**config.mk**
```make
export PLATFORM = sky130hd
export DESIGN_NAME = input_register
export DESIGN_NICKNAME = d
export VERILOG_FILES = /design/src/rtl/input_register.sv
export SDC_FILE = /design/constraint.sdc
export NUM_CORES = 1
export LEC_CHECK = 0
export BUFFER_PORTS_ARGS = -buffer_cell sky130_fd_sc_hd__buf_4
export CAP_MARGIN = 20
export CORE_MARGIN = 5
export CORE_UTILIZATION = 45
export DETAILED_ROUTE_END_ITERATION = 8
export PLACE_DENSITY = 0.67
export SLEW_MARGIN = 10
export SYNTH_ARGS = -nofsm -noshare
export SYNTH_HDL_FRONTEND = slang
export SYNTH_SLANG_ARGS = --single-unit
```
**constraint.sdc**
```tcl
create_clock -name clk -period 2.61 [get_ports clk]
set_clock_uncertainty 0.2 [all_clocks]
set_input_delay 0 -clock clk [delete_from_list [all_inputs] [get_ports clk]]
set_output_delay 0 -clock clk [all_outputs]
set_load 0.01 [all_outputs]
```
**src/rtl/input_register.sv**
```systemverilog
// Operator input register: debounced load button captures the switches into a one-entry buffer read by the CPU.
// Latency: load pulse 2 + DEBOUNCE_CYCLES cycles after a clean button rise, data visible the cycle after the pulse; bus_out/wait_req combinational.
// Backpressure: wait_req stalls the CPU while empty; a load while full is dropped (or overwrites) and sets overrun. Option: INPUT_REGISTER_BCD_EN.
module input_register #(
    parameter logic [15:0] DEBOUNCE_CYCLES = 16'd50000,
    parameter int unsigned OVERWRITE       = 0
) (
    input  logic       clk,
    input  logic       clear,
    input  logic [7:0] sw,
    input  logic       btn_load,
    input  logic       output_en,
    input  logic       read_ack,
    output logic [7:0] bus_out,
    output logic       data_valid,
    output logic       wait_req,
`ifdef INPUT_REGISTER_BCD_EN
    output logic       bcd_error,
`endif
    output logic       overrun
);

    typedef enum logic {
        EMPTY = 1'b0,
        FULL  = 1'b1
    } state_t;

    logic        sync1_q, sync2_q;
    logic [15:0] deb_cnt_q, deb_cnt_d;
    logic        deb_lvl_q, deb_lvl_d;
    logic        deb_lvl_prev_q;
    logic        load_pulse;

    state_t      state_q, state_d;
    logic [7:0]  data_q, data_d;
    logic        overrun_q, overrun_d;
    logic [7:0]  load_val;
    logic        load_ok;
    logic        load_accept;

    // Debounce: the level only follows sync2 after it has differed for DEBOUNCE_CYCLES straight cycles.
    always_comb begin
        deb_cnt_d = deb_cnt_q;
        deb_lvl_d = deb_lvl_q;
        if (sync2_q == deb_lvl_q) begin
            deb_cnt_d = 16'd0;
        end else if (deb_cnt_q >= DEBOUNCE_CYCLES - 16'd1) begin
            deb_lvl_d = sync2_q;
            deb_cnt_d = 16'd0;
        end else begin
            deb_cnt_d = deb_cnt_q + 16'd1;
        end
    end

    assign load_pulse = deb_lvl_q & ~deb_lvl_prev_q;

`ifdef INPUT_REGISTER_BCD_EN
    logic [3:0] tens;
    logic [3:0] units;
    logic       bcd_error_q, bcd_error_d;

    assign tens     = sw[7:4];
    assign units    = sw[3:0];
    // tens*10 as (tens<<3) + (tens<<1); max 99 fits in 8 bits
    assign load_val = {1'b0, tens, 3'b000} + {3'b000, tens, 1'b0} + {4'b0000, units};
    assign load_ok  = (tens <= 4'd9) && (units <= 4'd9);

    always_comb begin
        bcd_error_d = bcd_error_q | (load_pulse & ~load_ok);
    end

    always_ff @(posedge clk) begin
        if (clear) begin
            bcd_error_q <= 1'b0;
        end else begin
            bcd_error_q <= bcd_error_d;
        end
    end

    assign bcd_error = bcd_error_q;
`else
    assign load_val = sw;
    assign load_ok  = 1'b1;
`endif

    assign load_accept = load_pulse & load_ok;

    always_comb begin
        state_d   = state_q;
        data_d    = data_q;
        overrun_d = overrun_q;
        case (state_q)
            EMPTY: begin
                if (load_accept) begin
                    data_d  = load_val;
                    state_d = FULL;
                end
            end
            FULL: begin
                if (read_ack) begin
                    // A load landing in the same cycle as the read refills the slot without loss.
                    if (load_accept) begin
                        data_d = load_val;
                    end else begin
                        state_d = EMPTY;
                    end
                end else if (load_accept) begin
                    if (OVERWRITE != 0) begin
                        data_d = load_val;
                    end
                    overrun_d = 1'b1;
                end
            end
            default: begin
                state_d = EMPTY;
            end
        endcase
    end

    always_ff @(posedge clk) begin
        if (clear) begin
            sync1_q        <= 1'b0;
            sync2_q        <= 1'b0;
            deb_cnt_q      <= 16'd0;
            deb_lvl_q      <= 1'b0;
            deb_lvl_prev_q <= 1'b0;
            state_q        <= EMPTY;
            data_q         <= 8'h00;
            overrun_q      <= 1'b0;
        end else begin
            sync1_q        <= btn_load;
            sync2_q        <= sync1_q;
            deb_cnt_q      <= deb_cnt_d;
            deb_lvl_q      <= deb_lvl_d;
            deb_lvl_prev_q <= deb_lvl_q;
            state_q        <= state_d;
            data_q         <= data_d;
            overrun_q      <= overrun_d;
        end
    end

    assign data_valid = (state_q == FULL);
    assign bus_out    = (output_en && state_q == FULL) ? data_q : 8'h00;
    assign wait_req   = output_en && (state_q != FULL);
    assign overrun    = overrun_q;

endmodule

```
After elaboration in Yosys (flattened, before gate mapping)
Cells that the tools add are included.

storage, ports and cells
  bits in registers = 30
  input port bits = 13
  output and inout bits = 11
  logic and storage cells = 29

operators by class
  add/subtract/negate cells = 1
  order comparisons = 1
  equal/unequal tests = 2
  mux-type cells = 7
  bitwise gates (word level) = 5
  reduce and logical (&&, ||, !) cells = 5

operators with widths
  kind                                                             number
  8-bit 2-to-1 mux                                                 3
  16-bit by 1-bit adder with 16-bit output, second input constant  1
  16-bit >= comparator, second input constant                      1
  8-bit one-hot mux with 2 select lines                            1
  1-bit inverter                                                   4
  3-bit AND reduction                                              1
  3-bit OR reduction                                               1
  1-bit logical AND                                                2
  1-bit 2-to-1 mux                                                 2
  2-bit != test, second input constant                             1
  1-bit one-hot mux with 2 select lines                            1
  2-bit AND reduction                                              1
  1-bit bitwise AND                                                1
  1-bit == test                                                    1

Logic depth before layout (Yosys ltp)
  depth after elaboration = 5
  depth in mapped cells = 7

Worst setup path before layout
Ideal clock, no wire load.

  kind = flip-flop to flip-flop
  from = reg deb_cnt_q[0]
  to = reg deb_cnt_q[10]
  setup time = 0.064 ns
  arrival = 1.578 ns
  required time = 2.346 ns
  slack = 0.768 ns
  cell stages (with the launch flop) = 8
  cell sequence = dfxtp_1 -> ha_1 -> nand3_1 -> a2111oi_1 -> or4_1 -> buf_2 -> buf_6 -> nor2_1

on the way
  cells in the longest elaborated chain, start to end = 2
  elaborated cells between the ends (all ways) = 3

ends and longest elaborated chain
  what                          RTL line  RTL
  from (decl)                   29        logic [15:0] deb_cnt_q, deb_cnt_d;
  from (signal assigned)        133       deb_cnt_q <= deb_cnt_d;
  16-bit >= comparator          47        end else if (deb_cnt_q >= DEBOUNCE_CYCLES - 16'd1) begin
  3-bit OR reduction (no line)  --

Several ways; a longest one is shown, not always the timed one.
A chain may end at the register's enable or synchronous reset.

Worst setup path after layout
  from = reg deb_cnt_q[0]
  to = reg deb_cnt_q[6]

The elaborated chain is that of the path after synthesis.

==> results by group <==
Clocking
  – CTS sink cnt: 30
  – TritonCTS clock tree: done
  – H-Tree Depth: 2
  – Clock Pin Slew Worst Setup and Hold Paths: 0.09 ns
  – Later-pin clock latency in the skew report: 0.32 ns
  – Worst-case clock buffer depth: 2
  – CTS buffer count: 5
  – Root buffer cell: clkbuf_4

Floorplanning
  – Die Wd: around 63 microns
  – Boundary Pins: 24
  – Initial Utilization: 46.49%
  – CORE AREA: 2710 sq um
  – Row Count: 19
  – Die area: 3958 sq um
  – Die height: between 60 and 70 microns

Worst setup path
  – Critical path class: register to register
  – Arrival @ worst endpoint: 2.12 ns
  – CP Launch Type: register
  – Crit path cell chain: ha_1, nand3_1, a2111oi_1, or4_1, nor2_1
  – CP endpoint kind: register
  – Max incr delay on CP: 0.52 ns
  – Critical path's slowest cell: or4_1
  – Crit path max fanout: 16
  – Critical path required time: 2.61 ns

Layout
  – Antenna diodes: 0
  – Nets: between 150 and 200
  – Fraction of layout cells with a size suffix above 1: 19.02%
  – Layout area overhead: 35.45%

Timing
  – Final slew viol count: 0
  – Fmax: 471.2 MHz
  – Setup TNS: 0 ns
  – Fin crit share: 81.31%
  – Worst Tran Pin Value: 0.5015 ns
  – Final Hold Vio Count: 0
  – Min Tclk post-route: 2.122 ns
  – Final setup fails: 0
  – Worst slew margin: 66.57%
  – RSZ-0062 raised after global routing: false

Synth
  – Distinct cells, synth: 27
  – Mapped Cells: 137
  – Sequential cell area fraction in the yosys report: 47.67%
  – Mean Syn Cell Area: ~9.2 sq um
  – Syn_nets: around 150
  – Yosys reg bits: 30
  – Synthesis Warnings: 0
  – Cell area after synthesis: 1260 sq um

Detailed routing
  – Top layer in use: met4
  – Met2 WL post-DR: ~1.2 mm
  – Vias per cell: around 4.9
  – Post-DRT Antenna Nets: 0
  – Wirelength per Cell: approximately 12 microns
  – Initial DRC Count: 45
  – DR pass1 iterations: 4
  – Post-route DRC violation count: 0
  – Via count: roughly 1100
  – Met3 WL: slightly below 200 microns
  – Routed WL: 2.632 mm
  – Met1 wire length: between 1 and 1.5 mm

Global routing
  – Largest net degree at the start of global routing: 17
  – Vias in the first global route: 1028
  – Initial antenna violation count: 0
  – First-pass GRT wire length: 4.560 mm
  – Total gr overflow: 0
  – Total GRT Usage: 14.14%

Flow run
  – Max Cap Violations: 0

Place
  – Post-DP HPWL: ~1.7 mm
  – Global placer's final weighted congestion: 0.7719
  – Input/output buffers: 23

Status
  – Status: finished, final reports clean

Power and ir drop
  – Peak VDD IR: 415.1 uV
  – Pwr Density: 455.9 nW/um^2
  – Pwr Total: 0.7781 mW
  – Static Leak: 0.6753 nW

Hold path
  – HP Class: input pin to primary output
final timing paths:
path / start / endpoint / slack (ns) / cells past startpoint
min: output_en / wait_req / 0.16 / 3
min reg2reg: sync1_q / sync2_q / 0.25 / 1
max: deb_cnt_q[0] / deb_cnt_q[6] / 0.49 / 5
max reg2reg: deb_cnt_q[0] / deb_cnt_q[6] / 0.49 / 5
power by group:
group	internal, mW	switching (mW)	total (mW)
clock	0.130	0.149	0.279
sequential	0.459	0.000882	0.460
combinational	0.0266	0.0125	0.0392
metal layers:
metal / vias up / track usage (%)
met2: 31 / 22.95
met3: 4 / 6.835
met4: 0 / 5.570
met1: 466 / 15.73
li1: 559 / -
met5: - / 0
synthesized netlist by cell type:
cell | count | area share, %
nand3_1 | 5 | 2.0
dfxtp_1 | 30 | 48
nor2_1 | 28 | 8.3
nor2b_1 | 6 | 3.0
buf_6 | 1 | 0.89
nand2_1 | 3 | 0.89
xor2_1 | 5 | 3.5
nand4_1 | 6 | 3.0
nor4_1 | 2 | 0.99
and4_1 | 1 | 0.70
or3_1 | 1 | 0.50
mux2_2 | 1 | 0.89
nand2b_1 | 2 | 0.99
ha_1 | 1 | 0.99
nor3_1 | 2 | 0.79
buf_2 | 3 | 1.2
inv_1 | 4 | 1.2
o31ai_1 | 1 | 0.60
a21oi_1 | 3 | 1.2
or4_1 | 2 | 1.2
mux2i_1 | 8 | 6.4
xnor2_1 | 8 | 5.6
a2111oi_1 | 1 | 0.79
nor3_2 | 1 | 0.79
and3_1 | 10 | 5.0
o21ba_2 | 1 | 0.79
clkbuf_1 | 1 | 0.30
cell type report:
cell class | count | area, sq um
fill | 227 | 1003
multi-input combinational | 98 | 614.3
sequential | 30 | 600.6
timing repair buffer | 44 | 377.9
clock buffer | 7 | 55.05
tap | 31 | 38.79
inverter | 4 | 15.01
clock inverter | 1 | 5.005
kinds of logic after synthesis:
| group | count (synthesis) | synth area share [%] |
|---|---|---|
| adder cells (fa/ha/maj) | 1 | 0.9929 |
| multiplexers | 9 | 7.249 |
| AND/OR/NAND/NOR | 69 | 28.10 |
| XOR/XNOR | 13 | 9.037 |
| flip-flops | 30 | 47.67 |
| buffers and inverters | 9 | 3.574 |
| AO/OA/AOI/OAI | 6 | 3.376 |
critical path: cells and delay by family, from the launching register on:
family	cells	cell delay [ns]
flops	1	0.38
fa+ha+maj	1	0.21
compound gates	1	0.46
simple gates	3	0.74
state kept, by name (all words and copies together), names as in the netlist:
signal / flops
deb_cnt_q: 16
data_q: 8
data_valid: 1
deb_lvl_prev_q: 1
deb_lvl_q: 1
overrun: 1
sync1_q: 1
sync2_q: 1
what timing repair did:
action / CTS / global route
setup buffers: 0 / 0
resized for setup: 0 / 0
endpoints found under the hold margin: 14 / 0
hold buffers: 19 / 0
per-stage QoR:
step | hold slack [ns] | utilization (%) | cell area (sq um) | instances | worst slack [ns]
after floorplan | -0.1284 | - | 1260 | 137 | 0.7680
after global placement | 0.02032 | 53.74 | 1456 | 188 | 0.6164
after detailed placement | 0.02433 | 53.74 | 1456 | 188 | 0.4960
after CTS | 0.1656 | 62.97 | 1707 | 215 | 0.4717
after global routing | 0.1968 | 62.97 | 1707 | 215 | 0.2101
final | 0.1612 | 62.97 | 1707 | 215 | 0.4877
placed cells by master, fill, tap and decap left out, types with 3 or more instances in the layout:
cell           synthesis  layout
xor2_1                 5       5
nand3_1                5       5
dlygate4sd3_1          0      19
mux2i_1                8       8
inv_1                  4       4
nor2b_1                6       6
dfxtp_1               30      30
nand4_1                6       6
buf_4                  0      25
nor2_1                28      28
clkbuf_4               0       5
xnor2_1                8       8
and3_1                10      10
a21oi_1                3       3
nand2_1                3       3
(Power assumes the default switching activity.)
